## src/rtl/hazard_pkg.sv

```systemverilog
// rtl/hazard_pkg.sv - shared encodings and default parameters for the hazard scoreboard
package hazard_pkg;

  localparam int NREGS_DEF   = 16;
  localparam int AW_DEF      = 4;
  localparam int MAX_LAT_DEF = 15;
  localparam int CW_DEF      = 4;
  localparam int FWD_EN_DEF  = 1;

  localparam logic [1:0] FWD_RF = 2'b00;
  localparam logic [1:0] FWD_W  = 2'b01;
  localparam logic [1:0] FWD_M  = 2'b10;

endpackage

```

## src/rtl/sb_counter.sv

```systemverilog
// rtl/sb_counter.sv - per-register long-op countdown; done is asserted in the write-back cycle
module sb_counter #(
  parameter int CW = 4
) (
  input  logic          clk,
  input  logic          reset,
  input  logic          load,
  input  logic [CW-1:0] loadVal,
  output logic          busy,
  output logic          done
);

  logic [CW-1:0] cnt;

  always_ff @(posedge clk or negedge reset) begin
    if (!reset) begin
      cnt <= '0;
    end else if (load) begin
      cnt <= loadVal;
    end else if (cnt != '0) begin
      cnt <= cnt - CW'(1);
    end
  end

  assign busy = (cnt != '0);
  assign done = (cnt == CW'(1));

endmodule

```

## src/rtl/hazard_sb.sv

```systemverilog
// rtl/hazard_sb.sv - pipeline hazard unit with forwarding, load-use stall and long-op scoreboard
module hazard_sb
  import hazard_pkg::*;
#(
  parameter int NREGS   = NREGS_DEF,
  parameter int AW      = AW_DEF,
  parameter int MAX_LAT = MAX_LAT_DEF,
  parameter int CW      = CW_DEF,
  parameter int FWD_EN  = FWD_EN_DEF
) (
  input  logic             clk,
  input  logic             reset,
  input  logic [AW-1:0]    RA1D,
  input  logic [AW-1:0]    RA2D,
  input  logic             UseA1D,
  input  logic             UseA2D,
  input  logic [AW-1:0]    WA3D,
  input  logic             RegWriteD,
  input  logic             LongD,
  input  logic [CW-1:0]    LatD,
  input  logic [AW-1:0]    RA1E,
  input  logic [AW-1:0]    RA2E,
  input  logic [AW-1:0]    WA3E,
  input  logic             RegWriteE,
  input  logic             MemtoRegE,
  input  logic [AW-1:0]    WA3M,
  input  logic             RegWriteM,
  input  logic [AW-1:0]    WA3W,
  input  logic             RegWriteW,
  input  logic             PCSrcD,
  input  logic             PCSrcE,
  input  logic             PCSrcM,
  input  logic             PCSrcW,
  input  logic             BranchTakenE,
  output logic [1:0]       ForwardAE,
  output logic [1:0]       ForwardBE,
  output logic             StallF,
  output logic             StallD,
  output logic             FlushD,
  output logic             FlushE,
  output logic             LongIssue,
  output logic [NREGS-1:0] LongDone,
  output logic [AW:0]      LongPending
);

  logic [NREGS-1:0] busy;
  logic [CW-1:0]    latEff;
  logic             ldstall, sbstall, nfstall, dstall, brpend;

  // Zero latency means one cycle; anything beyond the unit's worst case is clamped.
  always_comb begin
    latEff = LatD;
    if (LatD == '0) latEff = CW'(1);
    else if (LatD > CW'(MAX_LAT)) latEff = CW'(MAX_LAT);
  end

  for (genvar g = 0; g < NREGS; g++) begin : g_sb
    sb_counter #(.CW(CW)) u_cnt (
      .clk     (clk),
      .reset   (reset),
      .load    (LongIssue && (WA3D == AW'(g))),
      .loadVal (latEff),
      .busy    (busy[g]),
      .done    (LongDone[g])
    );
  end

  always_comb begin
    ldstall = MemtoRegE && RegWriteE &&
              ((UseA1D && (RA1D == WA3E)) || (UseA2D && (RA2D == WA3E)));
    sbstall = (UseA1D && busy[RA1D]) || (UseA2D && busy[RA2D]) ||
              (RegWriteD && busy[WA3D]);
    nfstall = 1'b0;
    // Without forwarding, only E and M producers matter: W writes the regfile first half-cycle.
    if (FWD_EN == 0) begin
      nfstall = (UseA1D && ((RegWriteE && (RA1D == WA3E)) || (RegWriteM && (RA1D == WA3M)))) ||
                (UseA2D && ((RegWriteE && (RA2D == WA3E)) || (RegWriteM && (RA2D == WA3M))));
    end
    dstall = ldstall || sbstall || nfstall;
    brpend = PCSrcD || PCSrcE || PCSrcM;
  end

  assign StallD    = dstall;
  assign StallF    = dstall | brpend;
  assign FlushD    = brpend | PCSrcW | BranchTakenE;
  assign FlushE    = dstall | BranchTakenE;
  assign LongIssue = reset & LongD & RegWriteD & ~StallD & ~FlushE;

  always_comb begin
    ForwardAE = FWD_RF;
    ForwardBE = FWD_RF;
    if (FWD_EN != 0) begin
      if (RegWriteM && (RA1E == WA3M))      ForwardAE = FWD_M;
      else if (RegWriteW && (RA1E == WA3W)) ForwardAE = FWD_W;
      if (RegWriteM && (RA2E == WA3M))      ForwardBE = FWD_M;
      else if (RegWriteW && (RA2E == WA3W)) ForwardBE = FWD_W;
    end
  end

  always_comb begin
    LongPending = '0;
    for (int i = 0; i < NREGS; i++) LongPending = LongPending + (AW+1)'(busy[i]);
  end

endmodule

```

## config.mk

```make
export PLATFORM = sky130hd
export DESIGN_NAME = hazard_sb
export DESIGN_NICKNAME = d
export VERILOG_FILES = /design/src/rtl/hazard_pkg.sv /design/src/rtl/sb_counter.sv /design/src/rtl/hazard_sb.sv
export SDC_FILE = /design/constraint.sdc
export NUM_CORES = 1
export LEC_CHECK = 0
export CAP_MARGIN = 20
export CORE_MARGIN = 4
export CORE_UTILIZATION = 50
export CTS_CLUSTER_DIAMETER = 80
export CTS_CLUSTER_SIZE = 8
export DETAILED_ROUTE_END_ITERATION = 16
export PLACE_DENSITY = 0.87
export SYNTH_ARGS = -nofsm -noshare
export SYNTH_HDL_FRONTEND = slang
export SYNTH_SLANG_ARGS = --single-unit
```

## constraint.sdc

```tcl
create_clock -name clk -period 4.45 [get_ports clk]
set_input_delay 0.6675 -clock clk [delete_from_list [all_inputs] [get_ports clk]]
set_output_delay 0.6675 -clock clk [all_outputs]
set_load 0.05 [all_outputs]
```

== After elaboration in Yosys (flattened, before gate mapping) ==
Index checks and enable logic that the tools add are counted.
W data, S select, Z words.

* Muxes and demuxes: 44
* Reduce and logical (&&, ||, !) cells: 67
* Multipliers: 0
* Eq/ne operators: 37
* Divide/modulo/power cells: 0
* Add/subtract/negate cells: 31
* Shifts and indexed selects: 0
* Magnitude comparators: 4
* Bitwise logic cells: 10

{| class="wikitable"
|+ Operators by type and width
! kind !! count
|-
| $mux W4 || 34
|-
| $eq A4 B1 Y1 const B || 17
|-
| $reduce_bool A4 Y1 || 16
|-
| $sub A4 B1 Y4 const B || 16
|-
| $add A5 B1 Y5 || 11
|-
| $eq A4 B4 Y1 const B || 8
|-
| $reduce_bool A2 Y1 || 16
|-
| $logic_and A1 B1 Y1 || 27
|-
| $eq A4 B4 Y1 || 6
|-
| $eq A4 B3 Y1 const B || 4
|-
| $lt A4 B5 Y1 const B || 3
|-
| $bmux W1 S4 || 3
|-
| $eq A4 B2 Y1 const B || 2
|-
| $logic_not A4 Y1 || 2
|-
| $logic_or A1 B1 Y1 || 6
|-
| $add A4 B1 Y5 || 1
|-
| $mux W1 || 5
|-
| $add A3 B1 Y4 || 1
|-
| $and A1 B1 Y1 || 4
|-
| $gt A4 B4 Y1 const B || 1
|-
| $mux W2 || 2
|-
| $or A1 B1 Y1 || 4
|-
| $add A2 B1 Y3 || 1
|-
| $add A1 B1 Y2 || 1
|-
| $not A1 Y1 || 2
|}

* Register bits: 64
* RAM bits: 0
* Latch bits: 0
* Output and inout bits: 30
* Bits in read-only memories: 0
* Word-level logic and storage cells: 209
* Memories kept: 0
* Input bits: 51

== Depth between registers and ports, before layout ==
Gate-level depths: netlist of the first run.

* Depth in word-level cells: 16
* Mapped depth: 16
* Mapped depth without buffers: 15

== Hierarchy ==
From an unflattened synthesis of the first run, not the netlist that was laid out.

* Cell total of the unflattened synthesis: 618
* Area, all modules: 5874.4 µm²

{| class="wikitable"
|+ Modules (own cells, without submodules)
! module !! seq. area each (µm²) !! area an instance (µm²) !! cells an instance !! instances
|-
| sb_counter || 100.1 || 269.0 || 25 || 16
|-
| hazard_sb || 0.0 || 1570.3 || 218 || 1
|}

== Worst setup path after synthesis of the first run ==
OpenSTA, ideal clock, no wires.

* Kind: register to output
* Start: register g_sb[11].u_cnt.cnt[0]
* End: output port LongPending[2]
* Data arrival time: 4785 ps
* Buffers on the path: 1
* Cell stages (with the launch flop): 16
* Required time: 3783 ps
* Slack: -1003 ps
* Cells stage by stage: dfrtp_1 -> inv_1 -> ha_1 -> or3b_2 -> clkbuf_8 -> fa_1 -> inv_1 -> fa_1 -> inv_1 -> fa_1 -> inv_1 -> fa_1 -> inv_1 -> ha_1 -> fa_1 -> xor2_1

* Word-level cells in the longest chain between the ends: 6

{| class="wikitable"
|+ RTL lines
! item !! line !! text
|-
| start: declaration || sb_counter.sv:13 || <nowiki>logic [CW-1:0] cnt;</nowiki>
|-
| start signal: assignment || sb_counter.sv:19 || <nowiki>cnt <= loadVal;</nowiki>
|-
| start signal: assignment || sb_counter.sv:21 || <nowiki>cnt <= cnt - CW'(1);</nowiki>
|-
| $reduce_bool A4 Y1 || sb_counter.sv:25 || <nowiki>assign busy = (cnt != '0);</nowiki>
|-
| $add A5 B1 Y5 (5 in series) || hazard_sb.sv:102 || <nowiki>for (int i = 0; i < NREGS; i++) LongPending = LongPending + (AW+1)'(busy[i]);</nowiki>
|-
| end: declaration || hazard_sb.sv:43 || <nowiki>output logic [AW:0] LongPending</nowiki>
|}

Every way passes these cells.

== Worst setup path after layout of the first run ==
* Start: register g_sb[15].u_cnt.cnt[1]
* End: output port LongPending[2]

* Word-level cells in the longest chain between the ends: 2

{| class="wikitable"
|+ RTL lines
! item !! line
|-
| start: declaration || sb_counter.sv:13
|-
| start signal: assignment || sb_counter.sv:19
|-
| start signal: assignment || sb_counter.sv:21
|-
| $reduce_bool A4 Y1 || sb_counter.sv:25
|-
| $add A5 B1 Y5 || hazard_sb.sv:102
|}

Every way passes these cells.

==> flow_metrics.py, run 1 <==
metrics = {
    "setup_path": {
        "r2r-end": "g_sb[8].u_cnt.cnt[1]$_DFFE_PN0P_",
        "reg2reg_slack_ps": 790,
        "reg2regPathDepth": 11,
        "max_stage_delay_ps": 540,
        "crit_type": "reg2out",
        "cp_common_cell": "fa_1",
        "cp.arrival_ps": 4540,
        "critPathCaptureType": "output pin",
        "crit_buf_inv": 7,
        "cp_cell_sequence": "inv_2 -> ha_4 -> or3b_4 -> fa_1 -> inv_1 -> fa_1 -> inv_2 -> fa_1 -> inv_1 -> fa_1 -> inv_2 -> ha_4 -> fa_2 -> buf_6 -> xor2_4 -> buf_12",
        "r2r-start": "g_sb[6].u_cnt.cnt[0]$_DFFE_PN0P_",
        "startpoint_type": "flip-flop",
        "cp_max_fo": 2,
        "worstPathRequired_ps": 3780,
        "path_delay_family": "adder cells",
        "slowest_stage": "fa_1",
    },
    "floorplanning": {
        "die_x_um": 115,
        "boundaryPins": 81,
        "dieHeight_um": 115,
        "core_um2": 11100,
        "die-area_um2": 13300,
        "rows": 38,
        "start_util_pct": 52.1,
    },
    "timing": {
        "timing.hold.ws_ps": 545,
        "setup_slack_ps": -756,
        "skew_ps": 6.54,
        "setup_tns_ps": -2950,
        "post-route-period-util_pct": 117,
        "worstMarginPinSlew_ps": 861,
        "hold_violations": 0,
        "grt_setup_unrepaired": "yes",
        "slew_violations": 0,
        "fmax_ghz": 0.192,
        "setup_violations": 5,
        "min_period_ps": 5210,
        "max_slew_margin_pct": 42.6,
    },
    "logic_synthesis": {
        "netlist_top_cells_count": "dfrtp_1 (64), inv_1 (53), nor3_1 (39)",
        "synth.distinct_cells": 66,
        "synth_top_flop_cell": "dfrtp_1",
        "synth_area_leaders": "dfrtp_1 (28%), ha_1 (8.0%), mux2i_1 (6.1%)",
        "synthesis.area_um2": 5780,
        "ys_seq_area_share_pct": 27.7,
        "synthesis.nets": 688,
        "syn-mean-instance-area_um2": 9.79,
        "yosysTopAreaCell": "dfrtp_1",
        "synth_edf_count": 0,
        "async_flop_share_pct": 100,
        "synth_top_area_share_pct": 27.7,
        "synth_cells": 590,
        "yosysMostFrequentCell": "dfrtp_1",
        "ys_warn_count": 0,
        "ys_ff_latch": 64,
    },
    "cts": {
        "clk_latency_ps": 340,
        "numClockSinks": 64,
        "ctsLongestPathBuffers": 2,
        "cts_tree": "built",
        "cts_buffers": 9,
        "cts-root-buf": "clkbuf_16",
        "htreeDepth": 3,
        "path_clk_slew_ps": 60,
    },
    "outcome": {
        "status": "complete, but fails checks",
        "violations": "negative setup slack",
    },
    "layout": {
        "largest_reg_flops": 64,
        "fillers": 797,
        "reg_top3": "g_sb.u_cnt.cnt x64",
        "postLayoutCellArea_um2": 7520,
        "final_layout_size_suffix_gt1_share_pct": 27.2,
        "area_growth_pct": 30.1,
        "utilization_pct": 67.8,
        "seqCellArea_um2": 1600,
        "multi_input_area_um2": 3690,
        "top_register": "g_sb.u_cnt.cnt",
        "antennaDiodeCount": 0,
        "nets": 832,
    },
    "drt": {
        "first_pass_iters": 5,
        "drt_iter0_drc": 402,
        "wirelength_mm": 17.4,
        "vias": 5292,
        "drt_drc_violations_left": 0,
        "wl_met2_mm": 8.96,
        "postRouteAntennaNets": 0,
        "top_layer": "met4",
        "post_drt_wl_per_cell_um": 19.8,
        "wl_met3_mm": 1.39,
        "drt-vias-per-instance": 6.02,
        "wl_met1_mm": 6.10,
    },
    "grt": {
        "grt_usage_pct": 26.9,
        "first_global_vias": 5749,
        "grt_antenna_before_repair": 0,
        "grt_max_degree": 66,
        "grt_pass1_wl_mm": 28.0,
        "grt_overflow": 0,
    },
    "job": {
        "max-cap-violations": 0,
    },
    "placement": {
        "hpwl_mm": 12.6,
        "place_congestion": 0.957,
        "io_buffers": 80,
        "placed_area_um2": 7110,
    },
    "worst_hold_path": {
        "hp-class": "in2async",
    },
}
[per-stage QoR]
stage	instances	setup slack, ps
6_report	879	-756
5_1_grt	879	-909
4_1_cts	877	-737
3_5_place_dp	852	-551
3_3_place_gp	852	-513
2_1_floorplan	590	-470
[cells by family after synthesis]
kind of cell | Yosys count | synth area share [%]
simple gates | 188 | 21.0
buf+inv | 98 | 10.7
compound gates | 97 | 11.6
flops | 64 | 27.7
mux | 57 | 11.6
fa+ha+maj | 47 | 11.5
xor+xnor | 39 | 5.91
[per-layer routing]
metal  vias to the layer above  GRT usage (%)
met5                         -              0
met4                         0           14.5
met3                        90           6.06
met2                       285           47.4
met1                      2539           30.0
li1                       2378              -
[area by class of cell]
class / count / share of cell area, %
Sequential cell: 64 / 21.3
Clock buffer: 10 / 3.18
Inverter: 53 / 2.65
Tap cell: 140 / 2.33
Multi-Input combinational cell: 428 / 49.1
Timing Repair Buffer: 178 / 21.0
Clock inverter: 6 / 0.466
[worst max path at each step]
stage                                                 start             end  slack, ps  cells past startpoint
final                     g_sb[15].u_cnt.cnt[1]$_DFFE_PN0P_  LongPending[2]       -760                     16
after global routing      g_sb[15].u_cnt.cnt[0]$_DFFE_PN0P_  LongPending[2]       -910                     16
after CTS                 g_sb[15].u_cnt.cnt[1]$_DFFE_PN0P_  LongPending[2]       -740                     16
after detailed placement  g_sb[15].u_cnt.cnt[1]$_DFFE_PN0P_  LongPending[4]       -550                     16
after global placement    g_sb[15].u_cnt.cnt[1]$_DFFE_PN0P_  LongPending[2]       -510                     16
after floorplan           g_sb[15].u_cnt.cnt[0]$_DFFE_PN0P_  LongPending[2]       -470                     15
[cells in the final DEF, fill, tap and decap left out, types with 16 or more instances in the layout]
master / instances
mux2i_1: 35
nor2b_1: 18
inv_1: 46
o31ai_1: 33
buf_4: 100
nand3_1: 19
a21oi_1: 35
xnor2_1: 21
nor3b_1: 17
ha_1: 29
nor3_1: 39
nor2_1: 25
dfrtp_1: 64
clkdlybuf4s50_1: 70
or3_1: 16
xor2_1: 16
[worst reg2reg max path, delay by kind of cell (launching register included)]
kind	cells	cell delay [ps]
flip-flops	1	400
buffers and inverters	3	690
adder cells (fa/ha/maj)	1	210
AO/OA/AOI/OAI	3	680
AND/OR/NAND/NOR	2	750
multiplexers	2	810
[repair_timing]
action / 4_1_cts / 5_1_grt
pin swaps: 14 / 1
hold buffers: 0 / 0
resized for setup: 17 / 0
endpoints found under the hold margin: 0 / 0
setup endpoints to repair: 6 / 5
buffers inserted: 9 / 2
Power of run 1 is left out: the tool's default activity adds up to more than one toggle a clock period on the data nets, which glitch-free logic cannot reach.
==> inputs of run 2 (changes only) <==
--- a/config.mk
+++ b/config.mk
@@ -7,11 +7,11 @@
 export LEC_CHECK = 0
 export CAP_MARGIN = 20
 export CORE_MARGIN = 4
-export CORE_UTILIZATION = 50
+export CORE_UTILIZATION = 28
 export CTS_CLUSTER_DIAMETER = 80
 export CTS_CLUSTER_SIZE = 8
 export DETAILED_ROUTE_END_ITERATION = 16
-export PLACE_DENSITY = 0.87
+export PLACE_DENSITY = 0.58
 export SYNTH_ARGS = -nofsm -noshare
 export SYNTH_HDL_FRONTEND = slang
 export SYNTH_SLANG_ARGS = --single-unit
==> run 2 against run 1 <==
Compared with the run above: the run still ends with negative setup slack left; final area up 2.1%; clock skew rose by 1.2 ps; critical path depth unchanged; maximum frequency is 0.57% lower; worst hold slack worse by 120 ps; wire length is 3.3% lower; via count shrank 9.2%; count of clock-buffer cells in the layout is 3 higher; critical endpoint unchanged; largest cell class unchanged.
==> flow_metrics.py, run 2 (same netlist as run 1, synthesis figures left out) <==
metrics = {
    "setup_path": {
        "startpoint_type": "flip-flop",
        "max_stage_delay_ps": 560,
        "crit_buf_inv": 7,
        "cp.arrival_ps": 4570,
        "cp_cell_sequence": "inv_2 -> ha_4 -> or3b_4 -> fa_1 -> inv_1 -> fa_1 -> inv_2 -> fa_1 -> inv_1 -> fa_1 -> inv_2 -> ha_4 -> fa_2 -> buf_6 -> xor2_4 -> buf_12",
        "crit_type": "reg2out",
        "cp-startpoint": "g_sb[11].u_cnt.cnt[1]$_DFFE_PN0P_",
        "cp_common_cell": "fa_1",
        "slowest_stage": "fa_1",
        "worstPathRequired_ps": 3780,
        "r2r-start": "g_sb[6].u_cnt.cnt[0]$_DFFE_PN0P_",
        "path_delay_family": "adder cells",
        "cp_max_fo": 2,
        "critPathCaptureType": "output pin",
    },
    "timing": {
        "grt_setup_unrepaired": "yes",
        "worstMarginPinSlew_ps": 525,
        "max_slew_margin_pct": 64.1,
        "skew_ps": 7.77,
        "setup_violations": 5,
        "setup_tns_ps": -3120,
        "fmax_ghz": 0.191,
        "min_period_ps": 5240,
        "hold_violations": 0,
        "setup_slack_ps": -786,
        "slew_violations": 0,
        "post-route-period-util_pct": 118,
    },
    "cts": {
        "ctsLongestPathBuffers": 2,
        "path_clk_slew_ps": 60,
        "numClockSinks": 64,
        "cts_tree": "built",
        "cts-root-buf": "clkbuf_16",
        "htreeDepth": 3,
        "clk_latency_ps": 340,
        "cts_buffers": 9,
    },
    "drt": {
        "wirelength_mm": 16.8,
        "postRouteAntennaNets": 0,
        "vias": 4804,
        "post_drt_wl_per_cell_um": 16.7,
        "drt_iter0_drc": 311,
        "drt-vias-per-instance": 4.78,
        "drt_drc_violations_left": 0,
        "first_pass_iters": 5,
    },
    "worst_hold_path": {
        "hp-class": "in2async",
    },
    "floorplanning": {
        "core_um2": 20200,
        "rows": 52,
        "die-area_um2": 23000,
        "start_util_pct": 28.5,
        "dieHeight_um": 152,
        "die_x_um": 152,
        "boundaryPins": 81,
    },
    "layout": {
        "top_register": "g_sb.u_cnt.cnt",
        "antennaDiodeCount": 0,
        "reg_top3": "g_sb.u_cnt.cnt x64",
        "area_growth_pct": 32.9,
        "largest_reg_flops": 64,
        "final_cell_mix": "buf_4 (96), clkdlybuf4s50_1 (70), dfrtp_1 (64)",
        "nets": 828,
        "fillers": 2021,
        "final_layout_size_suffix_gt1_share_pct": 26.5,
        "final_common_cell": "buf_4",
    },
    "grt": {
        "grt_max_degree": 41,
        "grt_usage_pct": 15.3,
        "first_global_vias": 4966,
        "grt_overflow": 0,
        "grt_antenna_before_repair": 0,
        "grt_pass1_wl_mm": 26.9,
    },
    "placement": {
        "hpwl_mm": 12.9,
        "place_congestion": 0.834,
        "io_buffers": 80,
    },
    "outcome": {
        "violations": "negative setup slack",
        "status": "complete, but fails checks",
    },
    "job": {
        "max-cap-violations": 0,
    },
}
run 2: what timing repair did:
item,4_1_cts,5_1_grt
gates resized for setup,12,4
endpoints found under the hold margin,0,0
buffers inserted,2,0
pin swaps,11,7
setup endpoints to repair,5,5
cloned,0,0
hold buffers,0,0
run 2: area by class of cell:
class                           instances  area, um^2  share of cell area (%)
Multi-Input combinational cell        428        3690                    48.1
Sequential cell                        64        1600                    20.9
Timing Repair Buffer                  174        1550                    20.2
Clock inverter                          3        40.0                   0.522
Inverter                               53         199                    2.59
Tap cell                              270         338                    4.40
Clock buffer                           13         260                    3.39
run 2: stage by stage:
| step | util (%) | setup slack (ps) | std cells | area, um^2 | hold slack, ps |
|---|---|---|---|---|---|
| floorplan | - | -470 | 590 | 5880 | 372 |
| global placement | 36.1 | -537 | 987 | 7310 | 559 |
| detailed placement | 36.1 | -569 | 987 | 7310 | 560 |
| CTS | 37.9 | -883 | 1005 | 7670 | 475 |
| global route | 37.9 | -930 | 1005 | 7680 | 496 |
| finish | 37.9 | -786 | 1005 | 7680 | 423 |
run 2: path summary, 6_finish.rpt:
check / to / slack (ps) / cells past startpoint
worst max-delay path: LongPending[2] / -790 / 16
worst min-delay path: g_sb[1].u_cnt.cnt[0]$_DFFE_PN0P_ / 420 / 2
worst max register to register: g_sb[12].u_cnt.cnt[1]$_DFFE_PN0P_ / 990 / 11
worst min register to register: g_sb[2].u_cnt.cnt[2]$_DFFE_PN0P_ / 570 / 2
max in group asynchronous: g_sb[8].u_cnt.cnt[1]$_DFFE_PN0P_ / 3170 / 3
min in group clk: g_sb[2].u_cnt.cnt[2]$_DFFE_PN0P_ / 570 / 2
run 2: metal layers:
| layer | track usage [%] | wire length [um] | vias to the layer above | part of all wire (%) |
|---|---|---|---|---|
| li1 | - | - | 2367 | - |
| met1 | 20.7 | 7640 | 2272 | 45 |
| met2 | 24.5 | 7940 | 135 | 47 |
| met3 | 2.74 | 861 | 30 | 5.1 |
| met4 | 5.84 | 383 | 0 | 2.3 |
| met5 | 0 | 0 | - | 0 |
run 2: worst register-to-register path, cell delays in order, from the launching register on:
cell and delay (ps):
dfrtp_1 390, inv_1 90, ha_1 210, or3b_2 520, mux4_2 480, a211oi_2 250, o21ai_2 100, a211oi_4 270
buf_4 340, buf_4 270, nand3_4 110, mux2_4 320
Power of run 2 is left out for the same reason.
==> RTL change 1: new RTL, flow settings as in run 1 <==
Set the package constant `MAX_LAT_DEF` to 11 (it was 15).
--- a/src/rtl/hazard_pkg.sv
+++ b/src/rtl/hazard_pkg.sv
@@ -3,7 +3,7 @@
 
   localparam int NREGS_DEF   = 16;
   localparam int AW_DEF      = 4;
-  localparam int MAX_LAT_DEF = 15;
+  localparam int MAX_LAT_DEF = 11;
   localparam int CW_DEF      = 4;
   localparam int FWD_EN_DEF  = 1;
 
Function: no difference found for any inputs over 4 cycles, from zero or initial values and one cycle with reset low; that may be too few to reach the edited logic, so the function may still have changed.
==> RTL change 1 against run 1 <==
The flow still finishes with violations (negative setup slack); maximum frequency grew 1.4%; core utilization is 0.17 points lower; design area down 2.0%; count of clock-buffer cells in the layout did not move; setup slack gained 0.073 ns; area after synthesis fell by 3.2%; sequential cell count unchanged; clock skew hardly changed; wire length decreased by 6.6%; register-to-register slack improved by 0.31 ns; highest routed layer unchanged.
Power is left out: the tool's default activity adds up to more than one toggle a clock period on the data nets, which glitch-free logic cannot reach.
==> RTL change 1: results (changes against run 1) <==
stage	metric	value	unit	change
worst_setup_path	crit_start	g_sb[13].u_cnt.cnt[1]$_DFFE_PN0P_		was g_sb[15].u_cnt.cnt[1]$_DFFE_PN0P_
clocking	clk_latency	0.36	ns	was 0.34 ns
timing	layout_setup_ws	-0.683	ns	was -0.756 ns
finish	antenna_cells	0		unchanged
finish	nFillCells	795		was 797
placement	gp_routability_congestion	0.970		was 0.957
yosys	synth_area_leaders	dfrtp_1 (29%), ha_1 (8.3%), mux2i_1 (8.2%)		was dfrtp_1 (28%), ha_1 (8.0%), mux2i_1 (6.1%)
yosys	synth_nets	702		was 688
outcome	violations	negative setup slack		unchanged
finish	fin_nets	838		was 832
yosys	yosys-top-cells-count	dfrtp_1 (64), inv_1 (55), mux2i_1 (46)		was dfrtp_1 (64), inv_1 (53), nor3_1 (39)
finish	layout-drive-gt1-share	25.4	%	was 27.2%
global_route	grt_max_degree	65		was 66
global_route	track_usage	25.4	%	was 26.9%
global_route	grt_pass1_vias	5348		was 5749
timing	finalSetupViolCount	5		unchanged
global_route	grt_pass1_wl	26.2	mm	was 28.0 mm
placement	dp_hpwl	12.6	mm	about the same
worst_setup_path	rr_startpoint	g_sb[2].u_cnt.cnt[0]$_DFFE_PN0P_		was g_sb[6].u_cnt.cnt[0]$_DFFE_PN0P_
timing	max_slew_margin	30.7	%	was 42.6%
worst_setup_path	arrival	4.47	ns	was 4.54 ns
outcome	status	complete, but fails checks		unchanged
routing	totalWireLength	16.2	mm	was 17.4 mm
placement	placed_cell_area	7070	um^2	was 7110 um^2
yosys	ys_seq_area_share	28.6	%	was 27.7%
clocking	cts-root-buf	clkbuf_8		was clkbuf_16
yosys	synth.distinct_cells	52		was 66
timing	skew	0.00632	ns	was 0.00654 ns
## RTL change 1: cell count changes after synthesis, sizes merged, moves of 7 or more
cell / run 1 / this run
a21oi: 37 / 28
o21ai: 3 / 19
nand2: 8 / 29
nor2: 25 / 14
mux2: 19 / 0
mux2i: 35 / 46
nand2b: 2 / 9
inv: 53 / 60
nor3b: 19 / 26
## RTL change 1: final timing paths
path	endpoint	slack, ns	depth (start not counted)
worst max-delay path	LongPending[2]	-0.68	14
worst min-delay path	g_sb[7].u_cnt.cnt[3]$_DFFE_PN0P_	0.57	2
worst max register to register	g_sb[15].u_cnt.cnt[2]$_DFFE_PN0P_	1.10	9
worst min register to register	g_sb[7].u_cnt.cnt[3]$_DFFE_PN0P_	0.57	2
max in group asynchronous	g_sb[0].u_cnt.cnt[3]$_DFFE_PN0P_	3.33	2
min in group asynchronous	g_sb[9].u_cnt.cnt[3]$_DFFE_PN0P_	0.58	2
## RTL change 1: routing by layer
layer  part of all wire, %  track usage [%]
met5                     0                0
met4                   2.4             9.05
met3                   9.4             4.93
met2                    49             43.4
met1                    39             32.1
## RTL change 1: cell families (layout without fill, tap and decap cells)
logic type                 Yosys count  count (layout)  share of synthesized area (%)
muxes                               50              50                           9.84
AOI/OAI and AO/OA                  101             101                           14.4
buffers and inverters              104             243                           8.61
xor gates and xnor gates            39              39                           6.11
adders and majority gates           47              47                           11.9
and+or+nand+nor                    199             199                           20.6
DFF                                 64              64                           28.6
## RTL change 1: metrics by stage
step                hold WS [ns]  setup slack [ns]  setup TNS (ns)  instances  util [%]
finish                     0.567            -0.683           -2.58        883      67.7
CTS                        0.566            -0.670           -2.56        878      67.1
global placement           0.541            -0.335           -1.06        860      64.9
global route               0.606            -0.765           -2.98        883      67.7
floorplan                  0.372            -0.338           -1.14        604         -
detailed placement         0.552            -0.405           -1.30        860      64.9
## RTL change 1: cell type report
class	instances	area (um^2)	share of cell area, %
inverter	60	225	3.06
timing repair buffer	169	1530	20.8
clock buffer	10	138	1.87
clock inverter	4	22.5	0.306
tap	140	175	2.38
multi-input combinational	436	3670	49.9
sequential	64	1600	21.7
## RTL change 1: critical path, delay by kind of cell (launching register included)
family,cells,cell delay [ns]
AND/OR/NAND/NOR,1,0.38
XOR/XNOR,1,0.15
adder cells (fa/ha/maj),7,2.71
buffers and inverters,5,0.47
flip-flops,1,0.40
## RTL change 1: what timing repair did
| item | CTS | global route |
|---|---|---|
| pin swaps | 5 | 0 |
| setup endpoints to repair | 5 | 5 |
| gates resized for setup | 12 | 8 |
| cloned | 0 | 0 |
| buffers inserted | 4 | 5 |
| hold buffers | 0 | 0 |
==> RTL change 2: new RTL, flow settings as in run 1 <==
Without the edit above. Reset style: synchronous (`reset`), changed in one clocked block.
--- a/src/rtl/sb_counter.sv
+++ b/src/rtl/sb_counter.sv
@@ -12,7 +12,7 @@
 
   logic [CW-1:0] cnt;
 
-  always_ff @(posedge clk or negedge reset) begin
+  always_ff @(posedge clk) begin
     if (!reset) begin
       cnt <= '0;
     end else if (load) begin
Behaviour: not the same (a bounded check fails within 4 cycles, from zero or initial values and one cycle with reset low; the reset may be asserted at any time).
==> RTL change 2 against run 1 <==
The run still ends with negative setup slack left; wire length fell by 4.5%; synthesized cell count rose by 22%; global-route usage fell by 1.2 points; sequential cell count did not move; design area barely moved; area after synthesis fell by 2.8%; setup slack improved by 0.18 ns; register-to-register slack improved by 0.43 ns; largest cell class unchanged; highest routed layer unchanged.
Power is not shown: default switching activity piles up to over one toggle a cycle in this logic, so the estimate is an artifact.
==> RTL change 2: results (changes against run 1) <==
stage	metric	value	unit	change
outcome	status	complete, but fails checks		unchanged
outcome	violations	negative setup slack		unchanged
placement	gp_routability_congestion	0.969		was 0.957
yosys	ys_seq_area_share	22.8	%	was 27.7%
timing	layout_setup_ws	-0.578	ns	was -0.756 ns
global_route	grt_use_met2	43.9	%	was 47.4%
global_route	grt_max_degree	67		was 66
yosys	synth_xor_area_share	5.93	%	was 5.91%
yosys	synth_area_leaders	dfxtp_1 (23%), ha_1 (8.2%), nand2_1 (7.6%)		was dfrtp_1 (28%), ha_1 (8.0%), mux2i_1 (6.1%)
yosys	synthArstFlopShare	0	%	was 100%
global_route	grtUsageMet1	31.4	%	was 30.0%
yosys	synth.distinct_cells	58		was 66
worst_setup_path	arrival	4.36	ns	was 4.54 ns
yosys	synth_fa_ha_area_share	11.8	%	was 11.5%
timing	finalSetupViolCount	5		unchanged
placement	placed_cell_area	7100	um^2	was 7110 um^2
routing	wl_per_cell	16.8	um	was 19.8 um
global_route	grt_pass1_wl	26.7	mm	was 28.0 mm
worst_setup_path	max_stage_delay	0.52	ns	was 0.54 ns
global_route	track_usage	25.6	%	was 26.9%
yosys	synth-compound-area-share	12.9	%	was 11.6%
timing	skew	0.00525	ns	was 0.00654 ns
finish	layout-drive-gt1-share	21.9	%	was 27.2%
yosys	synth_nets	815		was 688
yosys	yosys-top-cells-count	nand2_1 (114), inv_1 (69), dfxtp_1 (64)		was dfrtp_1 (64), inv_1 (53), nor3_1 (39)
timing	fin_tns_setup	-2.25	ns	was -2.95 ns
yosys	synth.area.mux_share	8.05	%	was 11.6%
routing	drt_iter0_markers	545		was 402
routing	vias_per_cell	5.71		was 6.02
timing	worstMarginPinSlew	0.957	ns	was 0.861 ns
finish	fin_nets	945		was 832
placement	dp_hpwl	12.0	mm	was 12.6 mm
-- RTL change 2: path summary, 6_finish.rpt --
path,from,endpoint,slack (ns),depth (start not counted)
max reg2reg,g_sb[2].u_cnt.cnt[0]$_SDFFE_PN0P_,g_sb[12].u_cnt.cnt[0]$_SDFFE_PN0P_,1.22,11
min reg2reg,g_sb[15].u_cnt.cnt[1]$_SDFFE_PN0P_,g_sb[15].u_cnt.cnt[1]$_SDFFE_PN0P_,0.58,2
min,g_sb[15].u_cnt.cnt[1]$_SDFFE_PN0P_,g_sb[15].u_cnt.cnt[1]$_SDFFE_PN0P_,0.58,2
max,g_sb[13].u_cnt.cnt[1]$_SDFFE_PN0P_,LongPending[2],-0.58,15
-- RTL change 2: layer usage --
metal	vias up	routed length, um
li1	2710	-
met1	2581	6330
met2	316	8190
met3	47	1630
met4	0	473
met5	-	0
-- RTL change 2: metrics by stage --
step / setup slack [ns] / cells
floorplan: -0.364 / 717
global placement: -0.364 / 971
detailed placement: -0.415 / 971
CTS: -0.577 / 988
global route: -0.707 / 991
finish: -0.578 / 991
-- RTL change 2: timing repair --
action                     CTS  global route
setup buffers                2             3
setup endpoints to repair    5             5
gates resized for setup     16            14
pin swaps                   12             3
-- RTL change 2: tightest hold or removal path: stages (launching register included) --
cell      delay [ns]
dfxtp_1         0.32
o211ai_1        0.10
mux2i_1         0.12
-- RTL change 2: kinds of logic after synthesis --
family / Yosys count
compound gates: 115
xor+xnor: 38
fa+ha+maj: 47
buf+inv: 124
flops: 64
mux: 40
simple gates: 289
-- RTL change 2: area by class of cell --
type                            instances  area (um^2)
Clock buffer                           12          246
Clock inverter                          3         42.5
Fill cell                             843         3430
Inverter                               69          259
Multi-Input combinational cell        529         3950
Sequential cell                        64         1290
Tap cell                              140          175
Timing Repair Buffer                  174         1550
